<file path="src/rtl/rv32i_types_pkg.sv">
// Shared RV32 execute-stage types: muldiv op codes, FSM states, operand-prep bundle.
// Latency: n/a (types and a pure combinational helper only).
// Backpressure: n/a.
package rv32i_types;

    localparam int MULDIV_ITERS = 32;

    typedef enum logic [2:0] {
        F3_MUL    = 3'd0,
        F3_MULH   = 3'd1,
        F3_MULHSU = 3'd2,
        F3_MULHU  = 3'd3,
        F3_DIV    = 3'd4,
        F3_DIVU   = 3'd5,
        F3_REM    = 3'd6,
        F3_REMU   = 3'd7
    } muldiv_funct3_t;

    typedef enum logic [1:0] {
        IDLE = 2'd0,
        CALC = 2'd1,
        DONE = 2'd2
    } muldiv_state_t;

    // Magnitudes, result-sign flags and special-case detects for one op.
    typedef struct packed {
        logic [31:0] a_abs;
        logic [31:0] b_abs;
        logic        prod_neg;   // product and quotient sign
        logic        rem_neg;    // remainder takes the dividend's sign
        logic        div_zero;
        logic        div_ovf;
    } prep_t;

    function automatic logic [31:0] neg32(input logic [31:0] x, input logic en);
        return en ? (~x + 32'd1) : x;
    endfunction

endpackage

</file>
<file path="src/rtl/muldiv_operand_prep.sv">
// Operand conditioning for muldiv_unit: magnitudes, sign flags, div-by-zero/overflow detect.
// Latency: purely combinational.
// Backpressure: none; output follows inputs.
// Ports: funct3 (RV32M op), rs1_data/rs2_data (raw operands) -> prep (prep_t bundle).
module muldiv_operand_prep
    import rv32i_types::*;
(
    input  logic [2:0]  funct3,
    input  logic [31:0] rs1_data,
    input  logic [31:0] rs2_data,
    output prep_t       prep
);

    muldiv_funct3_t op;
    logic           a_sgn;
    logic           b_sgn;
    logic           a_neg;
    logic           b_neg;

    always_comb begin
        op    = muldiv_funct3_t'(funct3);
        // MUL keeps its low half regardless of signedness, so it is treated as unsigned.
        a_sgn = (op == F3_MULH) || (op == F3_MULHSU) || (op == F3_DIV) || (op == F3_REM);
        b_sgn = (op == F3_MULH) || (op == F3_DIV) || (op == F3_REM);
        a_neg = a_sgn && rs1_data[31];
        b_neg = b_sgn && rs2_data[31];

        prep          = '0;
        prep.a_abs    = neg32(rs1_data, a_neg);
        prep.b_abs    = neg32(rs2_data, b_neg);
        prep.prod_neg = a_neg ^ b_neg;
        prep.rem_neg  = a_neg;
        prep.div_zero = funct3[2] && (rs2_data == 32'd0);
        prep.div_ovf  = ((op == F3_DIV) || (op == F3_REM)) &&
                        (rs1_data == 32'h8000_0000) && (rs2_data == 32'hFFFF_FFFF);
    end

endmodule

</file>
<file path="src/rtl/muldiv_unit.sv">
// Iterative RV32M multiply/divide unit (shift-add multiply, restoring divide).
// Latency: done 33 clocks after accept; div-by-zero/overflow (and muls with MULDIV_FAST_MUL_EN) 1 clock.
// Backpressure: busy high in CALC/DONE; start ignored unless IDLE, no queueing; flush aborts.
// Ports: clk, rst (sync, active-high), start, funct3, rs1_data, rs2_data, flush -> busy, done, result.
// Build option: MULDIV_FAST_MUL_EN selects a single-cycle 33x33 signed multiplier for MUL*.
// Only width = 32 is supported.
module muldiv_unit
    import rv32i_types::*;
#(
    parameter int width = 32
) (
    input  logic             clk,
    input  logic             rst,
    input  logic             start,
    input  logic [2:0]       funct3,
    input  logic [width-1:0] rs1_data,
    input  logic [width-1:0] rs2_data,
    input  logic             flush,
    output logic             busy,
    output logic             done,
    output logic [width-1:0] result
);

    localparam logic [4:0] LAST_ITER = 5'(MULDIV_ITERS - 1);

    muldiv_state_t  state_q, state_d;
    logic [4:0]     cnt_q, cnt_d;
    muldiv_funct3_t op_q, op_d;
    logic [31:0]    opb_q, opb_d;     // multiplicand for mul, divisor for div
    logic [63:0]    acc_q, acc_d;     // mul: {partial hi, multiplier}; div: {remainder, quotient}
    logic           prod_neg_q, prod_neg_d;
    logic           rem_neg_q, rem_neg_d;
    logic [31:0]    result_q, result_d;

    prep_t          prep;
    logic [32:0]    add_sum;
    logic [32:0]    sub_diff;
    logic [63:0]    acc_step;
    logic [63:0]    prod_fix;
    logic [31:0]    calc_res;
    logic [31:0]    spec_res;
    logic           fast_hit;
    logic [31:0]    fast_res;

    muldiv_operand_prep u_prep (
        .funct3   (funct3),
        .rs1_data (rs1_data),
        .rs2_data (rs2_data),
        .prep     (prep)
    );

    // One iteration of the datapath; the last CALC cycle also feeds the result mux.
    always_comb begin
        add_sum  = {1'b0, acc_q[63:32]} + (acc_q[0] ? {1'b0, opb_q} : 33'd0);
        sub_diff = acc_q[63:31] - {1'b0, opb_q};
        if (!op_q[2]) begin
            acc_step = {add_sum, acc_q[31:1]};
        end else if (!sub_diff[32]) begin
            acc_step = {sub_diff[31:0], acc_q[30:0], 1'b1};
        end else begin
            acc_step = {acc_q[62:0], 1'b0};
        end

        prod_fix = prod_neg_q ? (~acc_step + 64'd1) : acc_step;
        case (op_q)
            F3_MUL:                       calc_res = prod_fix[31:0];
            F3_MULH, F3_MULHSU, F3_MULHU: calc_res = prod_fix[63:32];
            F3_DIV, F3_DIVU:              calc_res = neg32(acc_step[31:0], prod_neg_q);
            default:                      calc_res = neg32(acc_step[63:32], rem_neg_q);
        endcase

        // funct3[1] separates REM/REMU from DIV/DIVU.
        if (prep.div_zero) begin
            spec_res = funct3[1] ? rs1_data : 32'hFFFF_FFFF;
        end else begin
            spec_res = funct3[1] ? 32'd0 : 32'h8000_0000;
        end
    end

`ifdef MULDIV_FAST_MUL_EN
    logic signed [32:0] fast_a;
    logic signed [32:0] fast_b;
    logic signed [65:0] fast_prod;

    always_comb begin
        fast_a    = {((funct3 == F3_MULH) || (funct3 == F3_MULHSU)) && rs1_data[31], rs1_data};
        fast_b    = {(funct3 == F3_MULH) && rs2_data[31], rs2_data};
        fast_prod = fast_a * fast_b;
        fast_hit  = !funct3[2];
        fast_res  = (funct3 == F3_MUL) ? fast_prod[31:0] : fast_prod[63:32];
    end
`else
    always_comb begin
        fast_hit = 1'b0;
        fast_res = 32'd0;
    end
`endif

    always_comb begin
        state_d    = state_q;
        cnt_d      = cnt_q;
        op_d       = op_q;
        opb_d      = opb_q;
        acc_d      = acc_q;
        prod_neg_d = prod_neg_q;
        rem_neg_d  = rem_neg_q;
        result_d   = result_q;

        case (state_q)
            IDLE: begin
                if (start) begin
                    op_d       = muldiv_funct3_t'(funct3);
                    opb_d      = funct3[2] ? prep.b_abs : prep.a_abs;
                    acc_d      = {32'd0, funct3[2] ? prep.a_abs : prep.b_abs};
                    prod_neg_d = prep.prod_neg;
                    rem_neg_d  = prep.rem_neg;
                    cnt_d      = 5'd0;
                    if (fast_hit) begin
                        result_d = fast_res;
                        state_d  = DONE;
                    end else if (prep.div_zero || prep.div_ovf) begin
                        result_d = spec_res;
                        state_d  = DONE;
                    end else begin
                        state_d  = CALC;
                    end
                end
            end
            CALC: begin
                acc_d = acc_step;
                cnt_d = cnt_q + 5'd1;
                if (cnt_q == LAST_ITER) begin
                    result_d = calc_res;
                    state_d  = DONE;
                end
            end
            DONE: begin
                cnt_d   = 5'd0;
                state_d = IDLE;
            end
            default: state_d = IDLE;
        endcase

        // Redirect abort: drop whatever was computed, keep the last good result.
        if (flush) begin
            state_d  = IDLE;
            cnt_d    = 5'd0;
            result_d = result_q;
        end
    end

    always_ff @(posedge clk) begin
        if (rst) begin
            state_q    <= IDLE;
            cnt_q      <= 5'd0;
            op_q       <= F3_MUL;
            opb_q      <= 32'd0;
            acc_q      <= 64'd0;
            prod_neg_q <= 1'b0;
            rem_neg_q  <= 1'b0;
            result_q   <= 32'd0;
        end else begin
            state_q    <= state_d;
            cnt_q      <= cnt_d;
            op_q       <= op_d;
            opb_q      <= opb_d;
            acc_q      <= acc_d;
            prod_neg_q <= prod_neg_d;
            rem_neg_q  <= rem_neg_d;
            result_q   <= result_d;
        end
    end

    assign busy   = (state_q != IDLE);
    assign done   = (state_q == DONE) && !flush;
    assign result = result_q;

endmodule
</file>
<file path="config.mk">
export PLATFORM = sky130hd
export DESIGN_NAME = muldiv_unit
export DESIGN_NICKNAME = d
export VERILOG_FILES = /design/src/rtl/rv32i_types_pkg.sv /design/src/rtl/muldiv_operand_prep.sv /design/src/rtl/muldiv_unit.sv
export SDC_FILE = /design/constraint.sdc
export NUM_CORES = 1
export LEC_CHECK = 0
export BUFFER_PORTS_ARGS = -buffer_cell sky130_fd_sc_hd__buf_2
export CAP_MARGIN = 20
export CORE_UTILIZATION = 40
export DETAILED_ROUTE_END_ITERATION = 6
export PLACE_DENSITY = 0.58
export SLEW_MARGIN = 20
export SYNTH_ARGS = -nofsm -noshare
export SYNTH_HDL_FRONTEND = slang
export SYNTH_SLANG_ARGS = --single-unit
</file>
<file path="constraint.sdc">
create_clock -name clk -period 6.21 [get_ports clk]
set_input_delay 0.621 -clock clk [delete_from_list [all_inputs] [get_ports clk]]
set_output_delay 0.621 -clock clk [all_outputs]
set_load 0.01 [all_outputs]
</file>
==> metrics.txt <==
status=finished, violations left; failing checks=design-rule violations; Worst Hold Class=in2reg; sequential share of power=0.288; Max clock buf depth=2; Worst Path Max Fanout=5; Synth area leaders=dfxtp_1 (17%), a21oi_1 (6.9%), nor2_1 (6.4%), ha_1 (5.5%), xnor2_1 (5.5%); sequential share of the synthesized area=0.1738; num ports=105; max cap viols=0; CTS tree=done; Multi-input gate area=12,440 sq um; DR pass1 iterations=7; PD cells=195.2 nW/um^2; row cnt=73; remaining global-route overflow=0; CTS sink count=140; Post-synth EDFFs=0; P&R area growth vs syn=10.53%; commonest cells in the netlist=nor2_1 (273), nand2_1 (231), a21oi_1 (222); CP Class=reg2reg; Synth Flop Type=dfxtp_1; Fillers=4,220; routed length per instance=25.97 um; Setup Viol. Count Final=0; clk_lat worst skew=0.48 ns; Synth async-reset ratio=0; via count=18,820; Yosys reg bits=140; Synth Net Count=2,463; DIE WIDTH=202.8 um; Synth cell types=102; Max-Slew Margin vs Limit=0.1861; P_int=1.988 mW; Achievable Freq=0.1711 GHz; DRC Markers=11; placed cell area=17,230 sq um; worst reg2reg startpoint=acc_q[31]; warnings from Yosys=0; RSZ-0062 raised after global routing=no; Critical Path Sink Type=flop; clock power share=0.313; Pleak=6.792 nW; Switching Fraction=0.4288; Tot Pwr=3.480 mW; core area=39,730 sq um; die area=41,120 sq um; initial DRC count=2,074; hpwl dp=58,980 um; CTS Hold Bufs=0; post-CTS resize count=0; fraction of final layout cells with drive strength greater than 1=0.1314; combinational fraction of design power=0.399; Antenna Nets Post-Route=0; clock root cell=clkbuf_16; nets=2,498; CP Launch Point=acc_q[31]; largest net degree at the start of global routing=93; vias in the first global route=17,570; Clock Pin Slew Worst Setup and Hold Paths=0.07 ns; CP Data Arrival Time=6.19 ns; post-route design area=17,820 sq um; share of the synthesized area in the top cell type=0.1738; Reg area=2806 sq um; area leader, netlist=dfxtp_1; fin crit period=5.845 ns; launch point of the worst hold path=funct3[0]; # Post-CTS Setup Buffers=0; Slew @ Worst Pin=1.214 ns; routability congestion estimate=1.009; Avg Cell Area, Syn=6.954 sq um; final setup TNS=0 ns; Critical Path RT=6.56 ns; Vias/cell=6.502; post-synthesis cell count=2,319; Startpoint Class=flop; Switch Pwr=1.492 mW; CTS H-tree lvls=4; initial antenna violation count=0; Post-Syn Area=16,130 sq um; starting density of the core=0.4059; Routed WL=75,150 um; Buffers on Ports=104; Die H=202.8 um; Hold Vio Cnt, Final=0; Global Route Usage Sum=0.3633; Post-Route Utilization=0.4486; count leader, synth=nor2_1; number of buffers created by CTS=17; max-slew violations=0; Peak supply drop=0.2425 mV; first-pass GRT wire length=112,200 um; Tcrit/Tclk final=0.9411; clk_skew=0.01303 ns
-- cell usage in the layout (no fill, tap or decap), types with 25 or more instances in the layout --
cell and count:
a21oi_1 222, or3_1 29, nand2_1 230, dfxtp_1 139, ha_1 71, and2_1 45
buf_2 103, nor2_1 272, o21ai_0 161, a22oi_1 40, o211ai_1 62, xnor2_1 101
a21o_1 28, buf_4 79, nand2b_1 25, nand3_1 35, a211oi_1 41, nand4_1 40
nor3_1 73, mux2_2 30, xor2_1 57, a31oi_1 30, inv_1 58
-- worst max-delay path, cell delays in order (launching register included) --
cell,delay [ns]
dfxtp_1,0.36
inv_1,0.10
ha_1,0.21
inv_1,0.07
fa_1,0.44
a211oi_2,0.28
o211ai_2,0.12
a211oi_2,0.37
nor3_1,0.13
o31ai_2,0.44
nor2_1,0.17
nor2_1,0.14
ha_1,0.27
o21ai_1,0.11
or3_1,0.37
nor2_1,0.16
nand2_1,0.11
nor4_1,0.34
buf_4,0.21
and2_1,0.18
a41oi_1,0.26
a21oi_1,0.28
xnor2_1,0.15
a21oi_1,0.08
a2111oi_0,0.38
-- stage by stage --
step	hold WS [ns]	setup WS [ns]	instances
2_1_floorplan	0.4403	1.329	2319
3_3_place_gp	0.4411	0.5248	2860
3_5_place_dp	0.4509	0.3156	2860
4_1_cts	0.4379	0.2918	2892
5_1_grt	0.4510	0.001841	2892
6_report	0.4447	0.3655	2894
-- registers in the layout (all words and copies together), names as in the netlist --
| register | count |
|---|---|
| acc_q | 64 |
| opb_q | 32 |
| result | 32 |
| cnt_q | 5 |
| op_q | 3 |
| state_q | 2 |
| prod_neg_q | 1 |
| rem_neg_q | 1 |
-- per-layer routing --
layer	wire length, um	GRT usage
met1	31000	0.4722
met3	6413	0.06308
met2	33600	0.5749
met4	4140	0.1858
met5	0	0
-- path summary, 6_finish.rpt --
path	endpoint	slack (ns)	cells past startpoint
worst min-delay path	op_q[0]	0.44	3
worst max-delay path	result[8]	0.37	24
worst max register to register	result[8]	0.37	24
worst min register to register	result[9]	0.46	2
-- cell type report --
cell class,count,area share
Antenna cell,2,0.0002808
Clock buffer,18,0.02408
Clock inverter,14,0.008985
Inverter,59,0.01242
Multi-Input combinational cell,1954,0.6977
Sequential cell,140,0.1574
Tap cell,525,0.03685
Timing Repair Buffer,182,0.06219
-- power by group through the flow --
stage	combinational, mW	sequential [mW]	clock [mW]
after floorplan	0.870	0.994	0
after global placement	1.34	1.02	0
after detailed placement	1.34	1.02	0
after CTS	1.35	1.00	1.09
after global routing	1.48	1.01	1.13
final	1.39	1.00	1.09
-- cells by family after synthesis --
logic type | count (synthesis) | share of synthesized area
xor+xnor | 158 | 0.08581
buf+inv | 225 | 0.05695
simple gates | 859 | 0.2582
flops | 140 | 0.1738
compound gates | 818 | 0.3366
fa+ha+maj | 73 | 0.05757
mux | 46 | 0.03111
No activity file was read; power rests on OpenSTA's default activity.
